[src/rtl/btn_loader_pkg.sv]
// Shared types and helpers for the button word loader.
package btn_loader_pkg;

  typedef enum logic {StCollect, StHold} state_e;

  localparam int unsigned DefDataW = 48;

  function automatic int unsigned cnt_w(input int unsigned w);
    return $clog2(w + 1);
  endfunction

endpackage

[src/rtl/btn_loader_shreg.sv]
// Bit accumulator: shift-in (MSB-first) or indexed write (LSB-first), with bit count and full flag.
module btn_loader_shreg
  import btn_loader_pkg::*;
#(
  parameter int unsigned DATA_W    = DefDataW,
  parameter bit          MSB_FIRST = 1'b1
) (
  input  logic                       clk,
  input  logic                       clr,
  input  logic                       accept,
  input  logic                       bit_val,
  output logic [DATA_W-1:0]          data_d,
  output logic [cnt_w(DATA_W)-1:0]   count,
  output logic                       full
);

  localparam int unsigned CntW = cnt_w(DATA_W);

  logic [DATA_W-1:0] data_q;
  logic [CntW-1:0]   count_d;

  always_comb begin
    data_d  = data_q;
    count_d = count;
    if (clr) begin
      data_d  = '0;
      count_d = '0;
    end else if (accept) begin
      if (MSB_FIRST) begin
        data_d = {data_q[DATA_W-2:0], bit_val};
      end else begin
        for (int unsigned i = 0; i < DATA_W; i++) begin
          if (CntW'(i) == count) data_d[i] = bit_val;
        end
      end
      count_d = count + CntW'(1);
    end
  end

  always_ff @(posedge clk) begin
    data_q <= data_d;
    count  <= count_d;
    full   <= (count_d == CntW'(DATA_W));
  end

endmodule

[src/rtl/btn_word_loader.sv]
// Serial word loader: assembles a word from bit-0/bit-1 pulses and offers it on valid/ready.
// Optional BTN_LOADER_PARITY_EN adds o_parity, the XOR of the committed word.
module btn_word_loader
  import btn_loader_pkg::*;
#(
  parameter int unsigned DATA_W      = DefDataW,
  parameter bit          MSB_FIRST   = 1'b1,
  parameter bit          AUTO_COMMIT = 1'b1
) (
  input  logic                     clk,
  input  logic                     rst,
  input  logic                     i_bit0,
  input  logic                     i_bit1,
  input  logic                     i_commit,
  input  logic                     i_clear,
  output logic [DATA_W-1:0]        o_word,
  output logic                     o_valid,
  input  logic                     i_ready,
  output logic [cnt_w(DATA_W)-1:0] o_count,
  output logic                     o_full,
  output logic                     o_overflow,
`ifdef BTN_LOADER_PARITY_EN
  output logic                     o_parity,
`endif
  output logic                     o_collision
);

  localparam int unsigned CntW = cnt_w(DATA_W);

  state_e            state_q;
  logic              bit_one, bit_both, accept, commit, handshake, shreg_clr;
  logic [DATA_W-1:0] shreg_d;

  always_comb begin
    bit_both  = i_bit0 & i_bit1;
    bit_one   = i_bit0 ^ i_bit1;
    accept    = (state_q == StCollect) && bit_one && !o_full && !i_clear;
    handshake = (state_q == StHold) && i_ready;
    // A bit accepted in the same cycle counts toward a non-empty word.
    commit    = (state_q == StCollect) && !i_clear &&
                ((i_commit && ((o_count != '0) || accept)) ||
                 (AUTO_COMMIT && accept && (o_count == CntW'(DATA_W - 1))));
    shreg_clr = rst | i_clear | handshake;
  end

  btn_loader_shreg #(
    .DATA_W    (DATA_W),
    .MSB_FIRST (MSB_FIRST)
  ) u_shreg (
    .clk     (clk),
    .clr     (shreg_clr),
    .accept  (accept),
    .bit_val (i_bit1),
    .data_d  (shreg_d),
    .count   (o_count),
    .full    (o_full)
  );

  always_ff @(posedge clk) begin
    if (rst || i_clear) begin
      state_q     <= StCollect;
      o_word      <= '0;
      o_valid     <= 1'b0;
      o_overflow  <= 1'b0;
      o_collision <= 1'b0;
`ifdef BTN_LOADER_PARITY_EN
      o_parity    <= 1'b0;
`endif
    end else begin
      if (bit_both) begin
        o_collision <= 1'b1;
      end else if (bit_one && ((state_q == StHold) || o_full)) begin
        o_overflow <= 1'b1;
      end
      if (commit) begin
        state_q <= StHold;
        o_valid <= 1'b1;
        o_word  <= shreg_d;
`ifdef BTN_LOADER_PARITY_EN
        o_parity <= ^shreg_d;
`endif
      end else if (handshake) begin
        state_q <= StCollect;
        o_valid <= 1'b0;
      end
    end
  end

endmodule

[config.mk]
export PLATFORM = sky130hd
export DESIGN_NAME = btn_word_loader
export DESIGN_NICKNAME = d
export VERILOG_FILES = /design/src/rtl/btn_loader_pkg.sv /design/src/rtl/btn_loader_shreg.sv /design/src/rtl/btn_word_loader.sv
export SDC_FILE = /design/constraint.sdc
export NUM_CORES = 1
export LEC_CHECK = 0
export BUFFER_PORTS_ARGS = -buffer_cell sky130_fd_sc_hd__buf_2
export CORE_UTILIZATION = 36
export DETAILED_ROUTE_END_ITERATION = 16
export PLACE_DENSITY_LB_ADDON = 0.1
export SLEW_MARGIN = 20
export SYNTH_ARGS = -nofsm -noshare
export SYNTH_HDL_FRONTEND = slang
export SYNTH_SLANG_ARGS = --single-unit
[constraint.sdc]
create_clock -name clk -period 3.6 [get_ports clk]
set_clock_uncertainty 0.2 [all_clocks]
set_input_delay 0.54 -clock clk [delete_from_list [all_inputs] [get_ports clk]]
set_output_delay 0.54 -clock clk [all_outputs]
set_load 0.02 [all_outputs]
# Word level (Yosys, flattened, before mapping)
# Index checks and enable logic that the tools add are counted.
dict set report totals {
  word_cells 40
  out_inout_bits 58
  reg_bits 106
  in_bits 7
}
dict set report classes {
  bitwise_logic 6
  n_eq_ne 2
  mux 6
  add_sub_neg 1
  n_reduce_logical 18
}
# op count
set op_table {}
lappend op_table {{2-to-1 mux 48 bit} 2}
lappend op_table {{equality test 6 bit, second input constant} 2}
lappend op_table {{2-to-1 mux 6 bit} 2}
lappend op_table {{logical AND 1 bit} 9}
lappend op_table {{adder 6 x 1 -> 6 bit, second input constant} 1}
lappend op_table {{nonzero test 6 bit} 1}
lappend op_table {{logical OR 1 bit} 4}
lappend op_table {{logical NOT 1 bit} 2}
lappend op_table {{2-to-1 mux 1 bit} 2}
lappend op_table {{inverter 1 bit} 2}
lappend op_table {{OR 1 bit} 2}
lappend op_table {{AND reduction 2 bit} 1}
lappend op_table {{nonzero test 2 bit} 1}
lappend op_table {{bitwise AND 1 bit} 1}
lappend op_table {{bitwise XOR 1 bit} 1}

# Depth between registers and ports, before layout
# Gate-level depths: netlist of the first run.
dict set report depth {
  word_depth 9
  depth_mapped 9
  mapped_depth_nobuf 5
}

# Cells and area by module
# From an unflattened synthesis of the first run, not the netlist that was laid out.
dict set report unflattened {
  cells_unflattened 424
  hier_area_um2 3987.6
}
# module seq_area_each_um2 cells_per_inst area_per_inst_um2 instances
set by_module_without_submodules {}
lappend by_module_without_submodules {btn_word_loader 1021.0 237 2019.4 1}
lappend by_module_without_submodules {btn_loader_shreg 1101.1 187 1968.1 1}

# Least setup slack after synthesis of the first run
# No wires, ideal clock.
dict set report synth_timing {
  path_kind {input to register}
  from {in i_bit0}
  to {reg o_word[27]}
  t_required_ns 3.286
  setup_time_ns 0.114
  setup_slack_ns 1.064
  arrival_time_ns 2.222
  path_buffers 3
  path_stages 8
  cell_sequence {ha_1 -> or4b_4 -> buf_6 -> nor3_2 -> buf_2 -> buf_2 -> nor3_1 -> a21o_1}
}
dict set report synth_between {
  elab_chain_cells 8
  elab_cells_between_ends 11
  cone_classes {mux (2); bitwise (1); reduce/logical (8)}
}
# item line
set synth_lines {}
lappend synth_lines {{start, declared} btn_word_loader.sv:12} ;# input logic i_bit0,
lappend synth_lines {{bitwise XOR 1 bit (*)} btn_word_loader.sv:36} ;# bit_one = i_bit0 ^ i_bit1;
lappend synth_lines {{logical AND 1 bit (*) (3 in a row)} btn_word_loader.sv:37} ;# accept = (state_q == StCollect) && bit_one && !o_full && !i_clear;
lappend synth_lines {{logical OR 1 bit} btn_word_loader.sv:41} ;# ((i_commit && ((o_count != '0) || accept)) ||
lappend synth_lines {{logical AND 1 bit} btn_word_loader.sv:41}
lappend synth_lines {{logical OR 1 bit} btn_word_loader.sv:41}
lappend synth_lines {{logical AND 1 bit} btn_word_loader.sv:40} ;# commit = (state_q == StCollect) && !i_clear &&
lappend synth_lines {{end signal, assigned} btn_word_loader.sv:78} ;# o_word <= shreg_d;
lappend synth_lines {{end, declared} btn_word_loader.sv:16} ;# output logic [DATA_W-1:0] o_word,
# Every way passes the cells marked *; elsewhere a longest branch is shown, timed or not.
# A chain may end at the register's enable or synchronous reset.

# Final worst setup path of the first run
dict set report layout_timing {
  from {in i_bit1}
  to {reg u_shreg.full}
}
dict set report layout_between {
  elab_chain_cells 7
}
# item line
set layout_lines {}
lappend layout_lines {{start, declared} btn_word_loader.sv:13} ;# input logic i_bit1,
lappend layout_lines {{bitwise XOR 1 bit} btn_word_loader.sv:36}
lappend layout_lines {{logical AND 1 bit (3 in a row)} btn_word_loader.sv:37}
lappend layout_lines {{2-to-1 mux 6 bit} btn_loader_shreg.sv:28} ;# end else if (accept) begin
lappend layout_lines {{2-to-1 mux 6 bit} btn_loader_shreg.sv:25} ;# if (clr) begin
lappend layout_lines {{equality test 6 bit} btn_loader_shreg.sv:43} ;# full <= (count_d == CntW'(DATA_W));
lappend layout_lines {{end signal, assigned} btn_loader_shreg.sv:43}
lappend layout_lines {{end, declared} btn_loader_shreg.sv:14} ;# output logic full
# No other way between the ends.

==> results of run 1 <==
-- cell usage after synthesis --
| cell | number | area (µm²) |
|---|---|---|
| a21o_1 | 48 | 360.4 |
| nor2_1 | 2 | 7.510 |
| o21a_1 | 5 | 37.54 |
| nor4_1 | 1 | 6.260 |
| buf_4 | 2 | 15.01 |
| nor4b_1 | 1 | 8.760 |
| or4b_2 | 1 | 10.01 |
| clkbuf_1 | 25 | 93.84 |
| or4_4 | 1 | 11.26 |
| or3b_2 | 1 | 8.760 |
| a21oi_1 | 52 | 260.3 |
| o31ai_1 | 1 | 7.510 |
| dfxtp_1 | 106 | 2122 |
| or4b_4 | 1 | 13.76 |
| nand3_1 | 2 | 10.01 |
| nor3_1 | 49 | 245.2 |
| a21oi_2 | 1 | 8.760 |
| ha_1 | 3 | 37.54 |
| buf_6 | 2 | 22.52 |
| nor4b_2 | 1 | 15.01 |
| nand2_1 | 151 | 566.8 |
| nor3_2 | 1 | 10.01 |
| inv_1 | 3 | 11.26 |
| a31oi_2 | 1 | 12.51 |
| buf_2 | 10 | 50.05 |
| or2_1 | 1 | 6.260 |
| o21ai_0 | 2 | 10.01 |
| a211oi_1 | 3 | 22.52 |
| nor3b_1 | 1 | 7.510 |
| o221ai_1 | 1 | 8.760 |
| or3_1 | 2 | 12.51 |
| nor2b_1 | 1 | 6.260 |
-- layer usage --
metal	share of wire [%]	GRT usage (%)	vias up
met3	4.6	4.600	6
li1	-	-	1702
met5	0	0	-
met2	44	27.20	61
met1	51	21.36	1527
met4	0.77	5.577	0
-- state kept, by name, indices dropped and copies added (netlist names) --
name,count
o_collision,1
u_shreg.count,6
u_shreg.data_q,48
u_shreg.full,1
o_word,48
state_q,1
o_overflow,1
-- final cells by class --
type	count	area, µm²
Clock buffer	10	137.6
Clock inverter	6	95.09
Inverter	3	11.26
Fill cell	1104	6211
Multi-Input combinational cell	334	1743
Timing Repair Buffer	72	392.9
Sequential cell	106	2122
Tap cell	140	175.2
-- stage by stage --
| stage | hold WS [ps] | total power, W | setup WS [ps] | utilization (%) |
|---|---|---|---|---|
| after CTS | 273.0 | 0.002140 | 977.3 | 42.96 |
| after global placement | 240.8 | 0.001301 | 625.7 | 40.82 |
| after detailed placement | 256.7 | 0.001300 | 595.7 | 40.82 |
| after floorplan | 241.1 | 0.001270 | 1064 | - |
| after global routing | 284.6 | 0.002197 | 852.7 | 42.96 |
| final | 265.5 | 0.002113 | 962.8 | 42.96 |
-- final timing paths --
kind	from	end
min reg2reg	u_shreg.data_q[47]	u_shreg.data_q[47]
max reg2reg	state_q	u_shreg.full
max	i_bit1	u_shreg.full
min	u_shreg.data_q[47]	u_shreg.data_q[47]
-- critical path, stage by stage --
cell,delay (ps)
buf_2,110
ha_1,290
or4b_4,680
buf_4,320
a211oi_1,240
o221ai_1,190
nor4b_2,320
-- cells by family (layout without fill, tap and decap cells) --
kind of cell    after synthesis  count (layout)  share of synthesized area (%)
compound gates              114             114                          18.09
buf+inv                      42              91                          4.785
fa+ha+maj                     3               3                         0.9324
simple gates                217             217                          23.49
flops                       106             106                          52.70
-- where the power goes --
group / switching [W] / internal, W / leakage [nW]
registers: 0.00000174 / 0.00117 / 0.854
logic: 0.0000774 / 0.0000192 / 1.22
clock network: 0.000421 / 0.000420 / 0.118
total: 0.000501 / 0.00161 / 2.19
==> impl_metrics.json, run 1 <==
{
  "reg2reg_depth": 5,
  "dr.first_iter.drc_count": 153,
  "total_leakage_power_nw": 2.188,
  "syn_area_mm2": 0.004026,
  "clock-root-buffer": "clkbuf_8",
  "p_per_area_mw_per_mm2": 451.8,
  "dr.pass1.iters": 4,
  "grt-ovfl-total": 0,
  "cts_setup_buffers": 0,
  "timing.fmax_ghz": 0.3792,
  "placed_area_mm2": 0.004444,
  "hold_viol_final": 0,
  "postCtsHoldBufs": 0,
  "synth_cell_types": 32,
  "layout_min_cycle_time_ps": 2637,
  "cts.reportedPaths.clkPinSlew_ps": 110,
  "finalMaxSlewViolations": 0,
  "status": "complete, no violations",
  "insertion_delay_ps": 370,
  "drv_cap": 0,
  "ios": 65,
  "routed_via_density": 4.912,
  "antenna_found_initial": 0,
  "max-slew-margin-rel_pct": 33.71,
  "fin_cells": 671,
  "fp.dieW_um": 107.8,
  "startpoint_type": "input pin",
  "tritoncts.num_buffers": 9,
  "start_util_pct": 36.98,
  "worstPathArrival_ps": 2700,
  "ctsResizeCount": 0,
  "cp_max_fo": 32,
  "r2r_slack_ps": 1030,
  "core_area_mm2": 0.01089,
  "critPathCaptureType": "flip-flop",
  "cts_tree": "done",
  "cts-htree-levels": 3,
  "area_growth_pct": 16.16,
  "tns_ps": 0,
  "grt_pass1_vias": 3072,
  "dp_cells": 655,
  "synth_seq_area_share_pct": 52.70,
  "hold_depth": 2,
  "grt_setup_unrepaired": "no",
  "routed_wl_um": 9114,
  "dp_hpwl_um": 5474,
  "ir_drop_mv": 0.1778,
  "dr_total_vias": 3296,
  "clk_path_buf_depth": 2,
  "ys_ff_latch": 106,
  "wire_per_inst_um": 13.58,
  "fin_nets": 536,
  "place.gp.congestion": 0.7046,
  "fin_crit_sh_pct": 73.26,
  "drive_gt1_share_pct": 18.83,
  "setup_violations": 0,
  "synth_nets": 492,
  "critical_path_class": "in2reg",
  "final_cell_mix": "nand2_1, dfxtp_1, buf_2",
  "diodes": 0,
  "cp.required_ps": 3660,
  "syn_inst": 482,
  "fin_area_mm2": 0.004677,
  "grt_pass1_wl_um": 15230,
  "hold_class": "reg2reg",
  "fp.dieArea_mm2": 0.01161,
  "worstMarginPinSlew_ps": 990.9,
  "portBuffers": 64,
  "antenna_left": 0,
  "yosys_warnings": 0,
  "grt_max_degree": 54,
  "clock-sinks": 106,
  "rows": 38,
  "syn_area_per_cell_um2": 8.353,
  "final_common_cell": "nand2_1",
  "grt.total_usage_pct": 16.76,
  "die_y_um": 107.8,
  "drc": 0
}
Power figures use the tool's default switching activity.
==> run 2, diff against run 1 <==
Settings changed: ABC_AREA from default to 1.
Clock period 3.6 ns to 2.5 ns, I/O delays scaled along.
==> impl_metrics.json, run 2 <==
{
  "synth-main-ff-cell": "dfxtp_1",
  "ys_ff_latch": 106,
  "critPathCaptureType": "flip-flop",
  "final_cell_mix": "nand2_1, inv_1, dfxtp_1",
  "drv_cap": 0,
  "area_growth_pct": 16.62,
  "async_reset_ff_share_pct": 0,
  "drive_gt1_share_pct": 13.45,
  "dr.first_iter.drc_count": 286,
  "insertion_delay_ps": 340,
  "placed_area_mm2": 0.004996,
  "fin_area_mm2": 0.005276,
  "dr_total_vias": 3994,
  "cts_tree": "done",
  "startpoint_type": "flip-flop",
  "fp.dieArea_mm2": 0.01302,
  "wire_per_inst_um": 11.31,
  "yosysTopAreaCell": "dfxtp_1",
  "synth_nets": 676,
  "yosysMostFrequentCell": "nand2_1",
  "grt_pass1_wl_um": 16970,
  "grt-ovfl-total": 0,
  "syn_area_mm2": 0.004524,
  "yosysTopAreaCellShare_pct": 46.90,
  "whs_ps": 125.8,
  "r2r_slack_ps": 510,
  "ir_drop_mv": 0.2797,
  "worstPathArrival_ps": 2030,
  "max-slew-margin-rel_pct": 64.24,
  "crit_path_cell_trace": "nand2_1 > nand2_1 > clkinv_1 > buf_12 > nand3_1 > nand3_1 > nand2_1 > nor2_1",
  "grt_max_degree": 98,
  "drc": 0,
  "worstMarginPinSlew_ps": 536.4,
  "postCtsHoldBufs": 0,
  "portBuffers": 64,
  "finalMaxSlewViolations": 0,
  "antenna_left": 0,
  "synth_edf_count": 0,
  "clock-root-buffer": "clkbuf_16",
  "grt_setup_unrepaired": "no",
  "critical_path.most_common_cell": "nand2_1",
  "layout_min_cycle_time_ps": 1992,
  "clock-sinks": 106,
  "rr_endpoint": "o_word[4]",
  "diodes": 0,
  "r2r_start": "state_q",
  "antenna_found_initial": 0,
  "synthTopCellsByCount": "nand2_1, inv_1, dfxtp_1",
  "critPathBufInv": 2,
  "cp.required_ps": 2540,
  "top_regs": "o_word: 48 flops, u_shreg.data_q: 48 flops, u_shreg.count: 6 flops",
  "syn_inst": 666,
  "netlist_top_cells_area": "dfxtp_1, nand2_1, nand3_1, inv_1, a21oi_1",
  "fin_nets": 719,
  "hold_class": "in2reg",
  "cp_max_fo": 45,
  "tritoncts.num_buffers": 9,
  "clk_path_buf_depth": 2,
  "yosys_warnings": 0,
  "power_w": 0.003564,
  "tns_ps": 0,
  "timing.fmax_ghz": 0.5021,
  "syn_area_per_cell_um2": 6.793,
  "total_leakage_power_nw": 2.778,
  "fin_crit_sh_pct": 79.66,
  "start_util_pct": 37.36,
  "die_y_um": 114.1,
  "ios": 65,
  "core_area_mm2": 0.01211,
  "final_common_cell": "nand2_1",
  "dp_hpwl_um": 6239,
  "dr.pass1.iters": 6,
  "p_per_area_mw_per_mm2": 675.5,
  "synth_seq_area_share_pct": 46.90,
  "fp.dieW_um": 114.1,
  "worstSetupStartpoint": "state_q",
  "setup_violations": 0,
  "cp_top_family": "simple AND/OR/NAND/NOR gates",
  "cp-endpoint": "o_word[4]",
  "grt.total_usage_pct": 16.09,
  "place.gp.congestion": 0.7683,
  "cpPeakStageDelay_ps": 440,
  "rows": 40,
  "cp_slowest_cell": "dfxtp_1",
  "status": "complete, no violations",
  "ctsResizeCount": 0,
  "cts-htree-levels": 3,
  "grt_pass1_vias": 3638,
  "cts_setup_buffers": 0,
  "synth_cell_types": 22,
  "crit_cells": 8,
  "routed_wl_um": 9972,
  "reg2reg_depth": 8,
  "critical_path_class": "reg2reg",
  "cts.reportedPaths.clkPinSlew_ps": 70,
  "routed_via_density": 4.528,
  "hold_viol_final": 0
}
run 2: cell count changes in the layout (fill, tap and decap cells not counted), moves of 5 or more:
cell and delta:
inv_1 +110, nor3_1 -49, o21a_1 -5, nand3_1 +101, clkbuf_8 -9, clkbuf_16 +9
a21o_1 -48, nand2_1 +23, nor2_1 +57
run 2: worst min path at each step:
stage / start / to / slack, ps / depth (start not counted)
2_1_floorplan: u_shreg.data_q[47] / u_shreg.data_q[47] / 320 / 4
3_3_place_gp: o_word[8] / o_word[8] / 250 / 2
3_5_place_dp: o_word[2] / o_word[2] / 260 / 2
4_1_cts: i_ready / state_q / 120 / 3
5_1_grt: i_ready / state_q / 150 / 3
6_report: i_ready / state_q / 130 / 3
run 2: final cells by class:
type	instances	area [µm²]
fill	1329	6835
sequential	106	2122
multi-input combinational	403	1787
timing repair buffer	74	445.4
inverter	115	431.7
clock buffer	11	242.7
tap	168	210.2
clock inverter	5	37.54
run 2: tightest hold or removal path, delay by kind of cell:
kind / cells / cell delay, ps
AOI/OAI and AO/OA: 1 / 50
buffers and inverters: 1 / 90
and+or+nand+nor: 1 / 100
run 2: cell families after synthesis:
family          synth area share, %
compound gates                6.029
buf+inv                       13.77
flops                         46.90
simple gates                  32.27
xor+xnor                     0.1936
fa+ha+maj                    0.8297
run 2: stage by stage:
step / std cells / util, % / worst slack, ps
finish: 882 / 43.56 / 508.5
global route: 882 / 43.56 / 317.8
CTS: 882 / 43.56 / 475.4
detailed placement: 866 / 41.25 / 336.3
global placement: 866 / 41.25 / 342.1
floorplan: 666 / - / 603.7
run 2: where the power goes:
group          switching [W]  internal, W
sequential         0.0000204      0.00174
combinational       0.000316     0.000147
clock               0.000633     0.000708
run 2: layer usage:
layer	routed length (µm)	share of wire [%]	vias to the layer above	GRT usage (%)
li1	-	-	2129	-
met1	5000	50	1812	21.27
met2	4643	47	47	26.63
met3	249	2.5	6	3.388
met4	78	0.78	0	4.329
met5	0	0	-	0
